===== src/rtl/ex_pkg.sv =====
// Shared definitions for the decode and execute stages: operation codes,
// base opcodes and immediate extraction helpers.
package ex_pkg;

    localparam int XLEN_DEF = 32;

    // Operation codes carried from decode on the oh bus
    localparam logic [6:0] OH_LUI   = 7'd1;
    localparam logic [6:0] OH_JAL   = 7'd3;
    localparam logic [6:0] OH_BEQ   = 7'd5;
    localparam logic [6:0] OH_BNE   = 7'd6;
    localparam logic [6:0] OH_ADDI  = 7'd19;
    localparam logic [6:0] OH_SLTI  = 7'd20;
    localparam logic [6:0] OH_SLTIU = 7'd21;
    localparam logic [6:0] OH_SLLI  = 7'd25;
    localparam logic [6:0] OH_SRLI  = 7'd26;
    localparam logic [6:0] OH_SRAI  = 7'd27;
    localparam logic [6:0] OH_ADD   = 7'd28;
    localparam logic [6:0] OH_SUB   = 7'd29;

    // RV32I base opcodes (ins[6:0])
    localparam logic [6:0] OPC_LUI    = 7'b0110111;
    localparam logic [6:0] OPC_JAL    = 7'b1101111;
    localparam logic [6:0] OPC_BRANCH = 7'b1100011;
    localparam logic [6:0] OPC_OP_IMM = 7'b0010011;
    localparam logic [6:0] OPC_OP     = 7'b0110011;

    function automatic logic [31:0] imm_i(input logic [31:0] ins);
        return {{20{ins[31]}}, ins[31:20]};
    endfunction

    function automatic logic [31:0] imm_b(input logic [31:0] ins);
        return {{19{ins[31]}}, ins[31], ins[7], ins[30:25], ins[11:8], 1'b0};
    endfunction

    function automatic logic [31:0] imm_j(input logic [31:0] ins);
        return {{11{ins[31]}}, ins[31], ins[19:12], ins[20], ins[30:21], 1'b0};
    endfunction

endpackage


===== src/rtl/ex_alu.sv =====
// Combinational execute datapath: evaluates one decoded operation and reports
// its result, whether it writes rd, whether it redirects, and the target.
module ex_alu
    import ex_pkg::*;
(
    input  logic [6:0]  oh,
    input  logic [31:0] op1,
    input  logic [31:0] op2,
    input  logic [31:0] ins,
    input  logic [31:0] ins_addr,
    output logic [31:0] result,
    output logic        writes,
    output logic        taken,
    output logic [31:0] target,
    output logic        illegal
);

    // Opcode field is already folded into oh by the decoder.
    logic unused_ins;
    assign unused_ins = ^ins[6:0];

    // Per-operation result, write intent and redirect decision
    always_comb begin
        result  = '0;
        writes  = 1'b0;
        taken   = 1'b0;
        target  = ins_addr + imm_b(ins);
        illegal = 1'b0;
        case (oh)
            OH_LUI: begin
                result = {ins[31:12], 12'b0};
                writes = 1'b1;
            end
            OH_JAL: begin
                result = ins_addr + 32'd4;
                writes = 1'b1;
                taken  = 1'b1;
                target = ins_addr + imm_j(ins);
            end
            OH_BEQ:   taken = (op1 == op2);
            OH_BNE:   taken = (op1 != op2);
            OH_ADDI: begin
                result = op1 + op2;
                writes = 1'b1;
            end
            OH_SLTI: begin
                result = {31'b0, ($signed(op1) < $signed(imm_i(ins)))};
                writes = 1'b1;
            end
            OH_SLTIU: begin
                result = {31'b0, (op1 < imm_i(ins))};
                writes = 1'b1;
            end
            OH_SLLI: begin
                result = op1 << op2[4:0];
                writes = 1'b1;
            end
            OH_SRLI: begin
                result = op1 >> op2[4:0];
                writes = 1'b1;
            end
            OH_SRAI: begin
                result = 32'($signed(op1) >>> op2[4:0]);
                writes = 1'b1;
            end
            OH_ADD: begin
                result = op1 + op2;
                writes = 1'b1;
            end
            OH_SUB: begin
                result = op1 - op2;
                writes = 1'b1;
            end
            default:  illegal = 1'b1;
        endcase
    end

endmodule


===== src/rtl/ex.sv =====
// Execute stage: registers write-back and redirect requests and squashes the
// wrong-path slots that follow a taken branch or jump.
module ex
    import ex_pkg::*;
#(
    parameter int XLEN        = XLEN_DEF,
    parameter int FLUSH_SLOTS = 2
) (
    input  logic            clk,
    input  logic            rst_n,
    input  logic            in_valid,
    input  logic            stall,
    input  logic [31:0]     ins,
    input  logic [XLEN-1:0] ins_addr,
    input  logic [XLEN-1:0] op1,
    input  logic [XLEN-1:0] op2,
    input  logic [4:0]      rd_addr,
    input  logic            rd_wen,
    input  logic [6:0]      oh,
    output logic [4:0]      wb_addr,
    output logic [XLEN-1:0] wb_data,
    output logic            wb_we,
    output logic            jump_en,
    output logic [XLEN-1:0] jump_addr,
    output logic            illegal
);

    localparam int SQ_W = (FLUSH_SLOTS < 1) ? 1 : $clog2(FLUSH_SLOTS + 1);

    logic [31:0]     alu_result;
    logic            alu_writes;
    logic            alu_taken;
    logic [31:0]     alu_target;
    logic            alu_illegal;

    logic [4:0]      wb_addr_q,   wb_addr_d;
    logic [XLEN-1:0] wb_data_q,   wb_data_d;
    logic            wb_we_q,     wb_we_d;
    logic            jump_en_q,   jump_en_d;
    logic [XLEN-1:0] jump_addr_q, jump_addr_d;
    logic            illegal_q,   illegal_d;
    logic [SQ_W-1:0] sq_q,        sq_d;
    logic            accept;

    ex_alu u_alu (
        .oh       (oh),
        .op1      (op1),
        .op2      (op2),
        .ins      (ins),
        .ins_addr (ins_addr),
        .result   (alu_result),
        .writes   (alu_writes),
        .taken    (alu_taken),
        .target   (alu_target),
        .illegal  (alu_illegal)
    );

    // While the squash counter is nonzero the incoming slot is wrong-path.
    assign accept = in_valid && !stall && (sq_q == '0);

    // Next-state for output registers and squash counter
    always_comb begin
        wb_addr_d   = wb_addr_q;
        wb_data_d   = wb_data_q;
        wb_we_d     = 1'b0;
        jump_en_d   = 1'b0;
        jump_addr_d = jump_addr_q;
        illegal_d   = 1'b0;
        sq_d        = sq_q;
        if ((sq_q != '0) && !stall) begin
            sq_d = sq_q - SQ_W'(1);
        end
        if (accept) begin
            wb_addr_d = rd_addr;
            wb_data_d = alu_result;
            if (alu_illegal) begin
                illegal_d = 1'b1;
            end else begin
                wb_we_d = alu_writes && rd_wen && (rd_addr != 5'd0);
                if (alu_taken) begin
                    jump_en_d   = 1'b1;
                    jump_addr_d = alu_target;
                    sq_d        = SQ_W'(FLUSH_SLOTS);
                end
            end
        end
    end

    // State registers
    always_ff @(posedge clk or negedge rst_n) begin
        if (!rst_n) begin
            wb_addr_q   <= '0;
            wb_data_q   <= '0;
            wb_we_q     <= 1'b0;
            jump_en_q   <= 1'b0;
            jump_addr_q <= '0;
            illegal_q   <= 1'b0;
            sq_q        <= '0;
        end else begin
            wb_addr_q   <= wb_addr_d;
            wb_data_q   <= wb_data_d;
            wb_we_q     <= wb_we_d;
            jump_en_q   <= jump_en_d;
            jump_addr_q <= jump_addr_d;
            illegal_q   <= illegal_d;
            sq_q        <= sq_d;
        end
    end

    assign wb_addr   = wb_addr_q;
    assign wb_data   = wb_data_q;
    assign wb_we     = wb_we_q;
    assign jump_en   = jump_en_q;
    assign jump_addr = jump_addr_q;
    assign illegal   = illegal_q;

endmodule


===== config.mk =====
export PLATFORM = sky130hd
export DESIGN_NAME = ex
export DESIGN_NICKNAME = d
export VERILOG_FILES = /design/src/rtl/ex_pkg.sv /design/src/rtl/ex_alu.sv /design/src/rtl/ex.sv
export SDC_FILE = /design/constraint.sdc
export NUM_CORES = 1
export LEC_CHECK = 0
export BUFFER_PORTS_ARGS = -buffer_cell sky130_fd_sc_hd__buf_2
export CELL_PAD_IN_SITES_DETAIL_PLACEMENT = 1
export CELL_PAD_IN_SITES_GLOBAL_PLACEMENT = 2
export CORE_ASPECT_RATIO = 0.7
export CORE_MARGIN = 5
export CORE_UTILIZATION = 37
export DETAILED_ROUTE_END_ITERATION = 6
export GPL_ROUTABILITY_DRIVEN = 0
export PLACE_DENSITY_LB_ADDON = 0.2
export REMOVE_ABC_BUFFERS = 1
export SLEW_MARGIN = 10
export SYNTH_ARGS = -nofsm -noshare
export SYNTH_HDL_FRONTEND = slang
export SYNTH_HIERARCHICAL = 1
export SYNTH_SLANG_ARGS = --single-unit

===== constraint.sdc =====
create_clock -name clk -period 4.1 [get_ports clk]
set_input_delay 0.615 -clock clk [delete_from_list [all_inputs] [get_ports clk]]
set_output_delay 0.615 -clock clk [all_outputs]
set_load 0.05 [all_outputs]

# Word-level counts from Yosys, hierarchy flattened
# Cells that the tools add are included.
# op_classes
n_mul,0
reduce_logical,13
mux,15
bitwise,0
n_addsub,6
n_lt_le_gt_ge,2
div,0
eq_ne,14
n_shift,3
# op_table
cell,count
32-bit case mux with 9 select lines,1
32-bit adder,3
7-bit by 5-bit == test with 1-bit output (second input constant),8
32-bit by 3-bit adder with 32-bit output (second input constant),1
32-bit == test,1
32-bit by 12-bit less-than comparator with 1-bit output,1
32-bit less-than comparator,1
32-bit 2-to-1 mux,1
32-bit inequality test,1
32-bit by 5-bit << shifter with 32-bit output,1
32-bit by 5-bit right shift with 32-bit output,1
32-bit by 5-bit >>> shifter with 32-bit output,1
32-bit subtractor,1
7-bit by 3-bit == test with 1-bit output (second input constant),2
12-bit OR reduction,1
10-bit OR reduction,1
1-bit 2-to-1 mux,8
2-bit 2-to-1 mux,4
7-bit by 1-bit == test with 1-bit output (second input constant),1
7-bit by 2-bit == test with 1-bit output (second input constant),1
1-bit logical AND,5
5-bit nonzero test,1
1-bit case mux with 3 select lines,1
3-bit AND reduction,1
other kinds (5),5
# totals
mem_bits_ro,0
regBits,74
ram_bits,0
input_bits,145
wordCells,60
mem_count,0
latchBits,0

# Longest topological paths before layout
# logic_depth
depth_word,7
ltp_mapped,19
depth_no_buf,17

# Cells and area by module
# The synthesis kept the hierarchy.
# modules_own_cells
module,n_inst,cells_each,area_each_um2,seq_area_each_um2
ex_alu,1,1532,10416.2,0.0
ex,1,166,2802.7,1851.8

# Least setup slack after synthesis
# OpenSTA, ideal clock, no wires.
# synth_path
path_kind,input to register
startpoint,input port oh[3]
endpoint,"register jump_addr_q[28], in the netlist jump_addr[28]"
setup_slack_ns,-0.306
arrival_time_ns,4.281
stages,19
n_path_buf,4
t_required_ns,3.975
path_cell_list,buf_2 nor4_2 and3_1 clkbuf_1 clkbuf_1 nor2_1 a21o_1 ha_1 clkbuf_1 and4_1 nor2b_1 and3_1 a22oi_1 a211o_1 a21boi_0 o21a_1 nor2_1 xnor2_1 mux2_2
# synth_via
elab_cells_between_ends,16
classes_between,eq/ne: 12; mux: 2; reduce/logical: 2
# synth_rtl
element,line,text
"start, declared",ex.sv:19,"input logic [6:0] oh,"
7-bit by 2-bit == test with 1-bit output,ex_alu.sv:29,case (oh)
32-bit 2-to-1 mux,ex_alu.sv:29,
net alu_target[28],ex.sv:33,logic [31:0] alu_target;
"end signal, assigned",ex.sv:104,jump_addr_q <= jump_addr_d;
"end, declared",ex.sv:40,"logic [XLEN-1:0] jump_addr_q, jump_addr_d;"
# The timed path passes the listed nets, and every way through them passes these cells.
# A chain may end at the register's enable or synchronous reset.

# Worst setup path in the final report
# layout_path
startpoint,input port oh[3]
endpoint,"register jump_addr_q[24], in the netlist jump_addr[24]"
# Same word-level chain as after synthesis.

==> impl_metrics.yaml <==
logic_synthesis:
  synth_warnings: 6
  synth_top_cell_by_area: "dfrtp_1"
  ys.flop_type: "dfrtp_1"
  synth_top_area_share_pct: 14.0
  ys_ff_latch: 74
  yosysMostFrequentCell: "a21oi_1"
  synth-async-reset-ratio_pct: 100
  yosys.cell_types.count: 89
  netlist_area_mm2: 0.0132
  synth_area_leaders: "dfrtp_1 (14%), ha_1 (12%), mux2_2 (7.7%)"
  ys_top_cells_by_count: "a21oi_1 (165), nor2_1 (142), nand2_1 (132), ha_1 (127), inv_1 (92)"
  synth_edf_count: 0
  synth_seq_area_share_pct: 14.0
  synth_cells: 1698
  syn_avg_cell_area_um2: 7.78
final_layout:
  syn_to_final_growth_pct: 20.8
  drive_gt1_share_pct: 27.0
  nNetsFinal: 2238
critical_path:
  crit_path_cell_trace: "buf_2 -> nor4_4 -> buf_4 -> nand3_4 -> buf_4 -> nand2_1 -> o21ai_0 -> ha_1 -> and3_1 -> a2111oi_4 -> o221ai_2 -> a22oi_1 -> buf_4 -> a21oi_1 -> a21o_1 -> a21o_1 -> a21oi_1 -> xnor2_1 -> mux2_2"
  arrival_ns: 4.17
  critPathKind: "in2reg"
  path_common_cell: "buf_4"
  reg2reg_to: "jump_addr[18]$_DFFE_PN0P_"
  worst_setup_path_end_kind: "register"
  crit_path_max_incr_delay_ns: 0.39
  crit_slowest_cell: "a2111oi_4"
  r2r_slack_ns: 1.99
  worstReg2RegStart: "sq_q[0]$_DFF_PN0_"
  critPathRequiredTime_ns: 4.37
  r2r_cells: 7
  crit_fanout: 8
  cp-start-kind: "primary input"
floorplanning:
  io-pin-count: 217
  die_w_um: 236
  initial_utilization_pct: 37.8
  core_area_mm2: 0.0349
  die_area_mm2: 0.0397
  die_h_um: 168
  core.rowCount: 57
clocking:
  cts_hold_buf: 0
  cts_buffers: 9
  cts_sinks: 74
  clockBufferDepth: 2
  cts_tree: "done"
  h-tree-depth: 3
  clock_latency_ns: 0.38
  cts-root-buf: "clkbuf_16"
  clkTransAtPathRegs_ns: 0.09
global_route:
  grt_start_max_net_pins: 79
  antenna_found_initial: 3
  grt_use_total_pct: 29.1
  grt_pass1_vias: 15139
  grt_pass1_wl_um: 91600
  grt_overflow: 0
run_status:
  status: "finished clean"
sta:
  setup_viol: 0
  finalWorstSetupSlack_ns: 0.203
  hold_viol: 0
  max_slew.worst_pin.slew_ns: 0.938
  setup_tns_ns: 0
  max_freq_ghz: 0.257
  fin_crit_ns: 3.90
  skew_ns: 0.0195
  period_share_pct: 95.1
  hold-worst-slack_ns: 0.318
  slew_headroom_pct: 36.9
  slew_viol_final: 0
min_path:
  min_path_type: "in2async"
power:
  p_leak_nw: 7.68
  total_power_mw: 4.54
  vdd_drop_max_mv: 0.193
  p_per_area_mw_per_mm2: 285
placement:
  port_buffers: 209
  dp.final_hpwl_um: 48500
  post-place-ws_ns: -0.548
route:
  drt-initial-drc-count: 1636
  dr.pass1.iters: 5
  final_antenna_net_count: 0
  routed_wl_um: 60300
  drc_errors: 0
  wl_per_cell_um: 24.7
  vias_per_cell: 6.14
  vias: 14995
job:
  cap_violations: 0
-- worst max-delay path by stage --
| stage | end | start |
|---|---|---|
| floorplan | jump_addr[31]$_DFFE_PN0P_ | oh[3] |
| global placement | jump_addr[29]$_DFFE_PN0P_ | oh[3] |
| detailed placement | jump_addr[24]$_DFFE_PN0P_ | oh[3] |
| CTS | jump_addr[28]$_DFFE_PN0P_ | oh[3] |
| global route | jump_addr[24]$_DFFE_PN0P_ | oh[3] |
| finish | jump_addr[24]$_DFFE_PN0P_ | oh[3] |
-- critical path: cells and delay by family --
kind | cells | cell delay (ns)
buffers and inverters | 4 | 0.68
adders and majority gates | 1 | 0.31
xor gates and xnor gates | 1 | 0.08
and+or+nand+nor | 4 | 0.70
muxes | 1 | 0.26
AOI/OAI and AO/OA | 8 | 1.53
-- layout by cell type (no fill, tap or decap), types with 8 or more instances in the layout --
cell type    n
buf_2      207
a21oi_1    163
buf_4      149
nor2_1     140
nand2_1    132
ha_1       127
inv_1       92
mux2_2      90
o21ai_0     88
mux2i_1     75
dfrtp_1     74
a21o_1      49
xnor2_1     40
nand3_1     34
o22ai_1     24
mux4_2      22
a221oi_1    22
xor2_1      21
nand4_1     20
nand2b_1    20
nor3_1      19
and3_1      18
o21ai_1     18
o21bai_1    18
o211ai_1    16
a31oi_1     15
a211oi_1    15
o31ai_1     15
o221ai_1    15
nor4_1      13
nor2b_1     13
o21a_1      12
a221o_1     12
or3_1       10
o2111ai_1   10
clkbuf_16    9
a21boi_0     9
o221a_2      8
-- power breakdown --
group / internal, mW / total (mW) / switching [mW]
Clock: 0.541 / 0.961 / 0.420
Sequential: 0.886 / 0.963 / 0.0771
Combinational: 0.921 / 2.62 / 1.70
-- final cells by class --
class	instances	area, um^2
repair buffers	359	2210
clock buffers	9	225
flip-flops and latches	74	1850
diodes	1	2.50
well taps	472	591
fillers	4369	19000
inverters	97	364
multi-input cells	1422	10600
clock inverters	7	100
-- stage by stage --
step / cell area [um^2] / cells / util (%)
after floorplan: 12800 / 1593 / -
after global placement: 15500 / 2421 / 44.5
after detailed placement: 15500 / 2421 / 44.5
after CTS: 15900 / 2437 / 45.5
after global routing: 16000 / 2441 / 45.7
final: 16000 / 2441 / 45.7
-- cells by family after synthesis --
kind of cell               after synthesis  share of synthesized area, %
buffers and inverters                  202                          6.28
xor gates and xnor gates                61                          4.04
adders and majority gates              130                          12.5
DFF                                     74                          14.0
AOI/OAI and AO/OA                      581                          29.2
and+or+nand+nor                        463                          16.9
muxes                                  187                          17.1
-- per-layer routing --
metal  track usage (%)  vias up  share of wire, %
li1                  -     6917                 -
met1              41.5     7387                45
met2              43.9      617                43
met3              8.31       70               9.5
met4              6.38        4               2.0
met5                 0        -             0.045
-- state kept, by name, summed over array words and instances, names as in the netlist --
register   flops
wb_addr        5
wb_data       32
illegal        1
sq_q           2
wb_we          1
jump_en        1
jump_addr     32
-- repair_timing --
item | in CTS | in global routing
pin swaps | 0 | 5
setup buffers | 0 | 3
endpoints found under the hold margin | 0 | 0
setup endpoints to repair | 9 | 9
gates resized for setup | 5 | 11
Note: power is estimated with default switching activity, not from simulation.
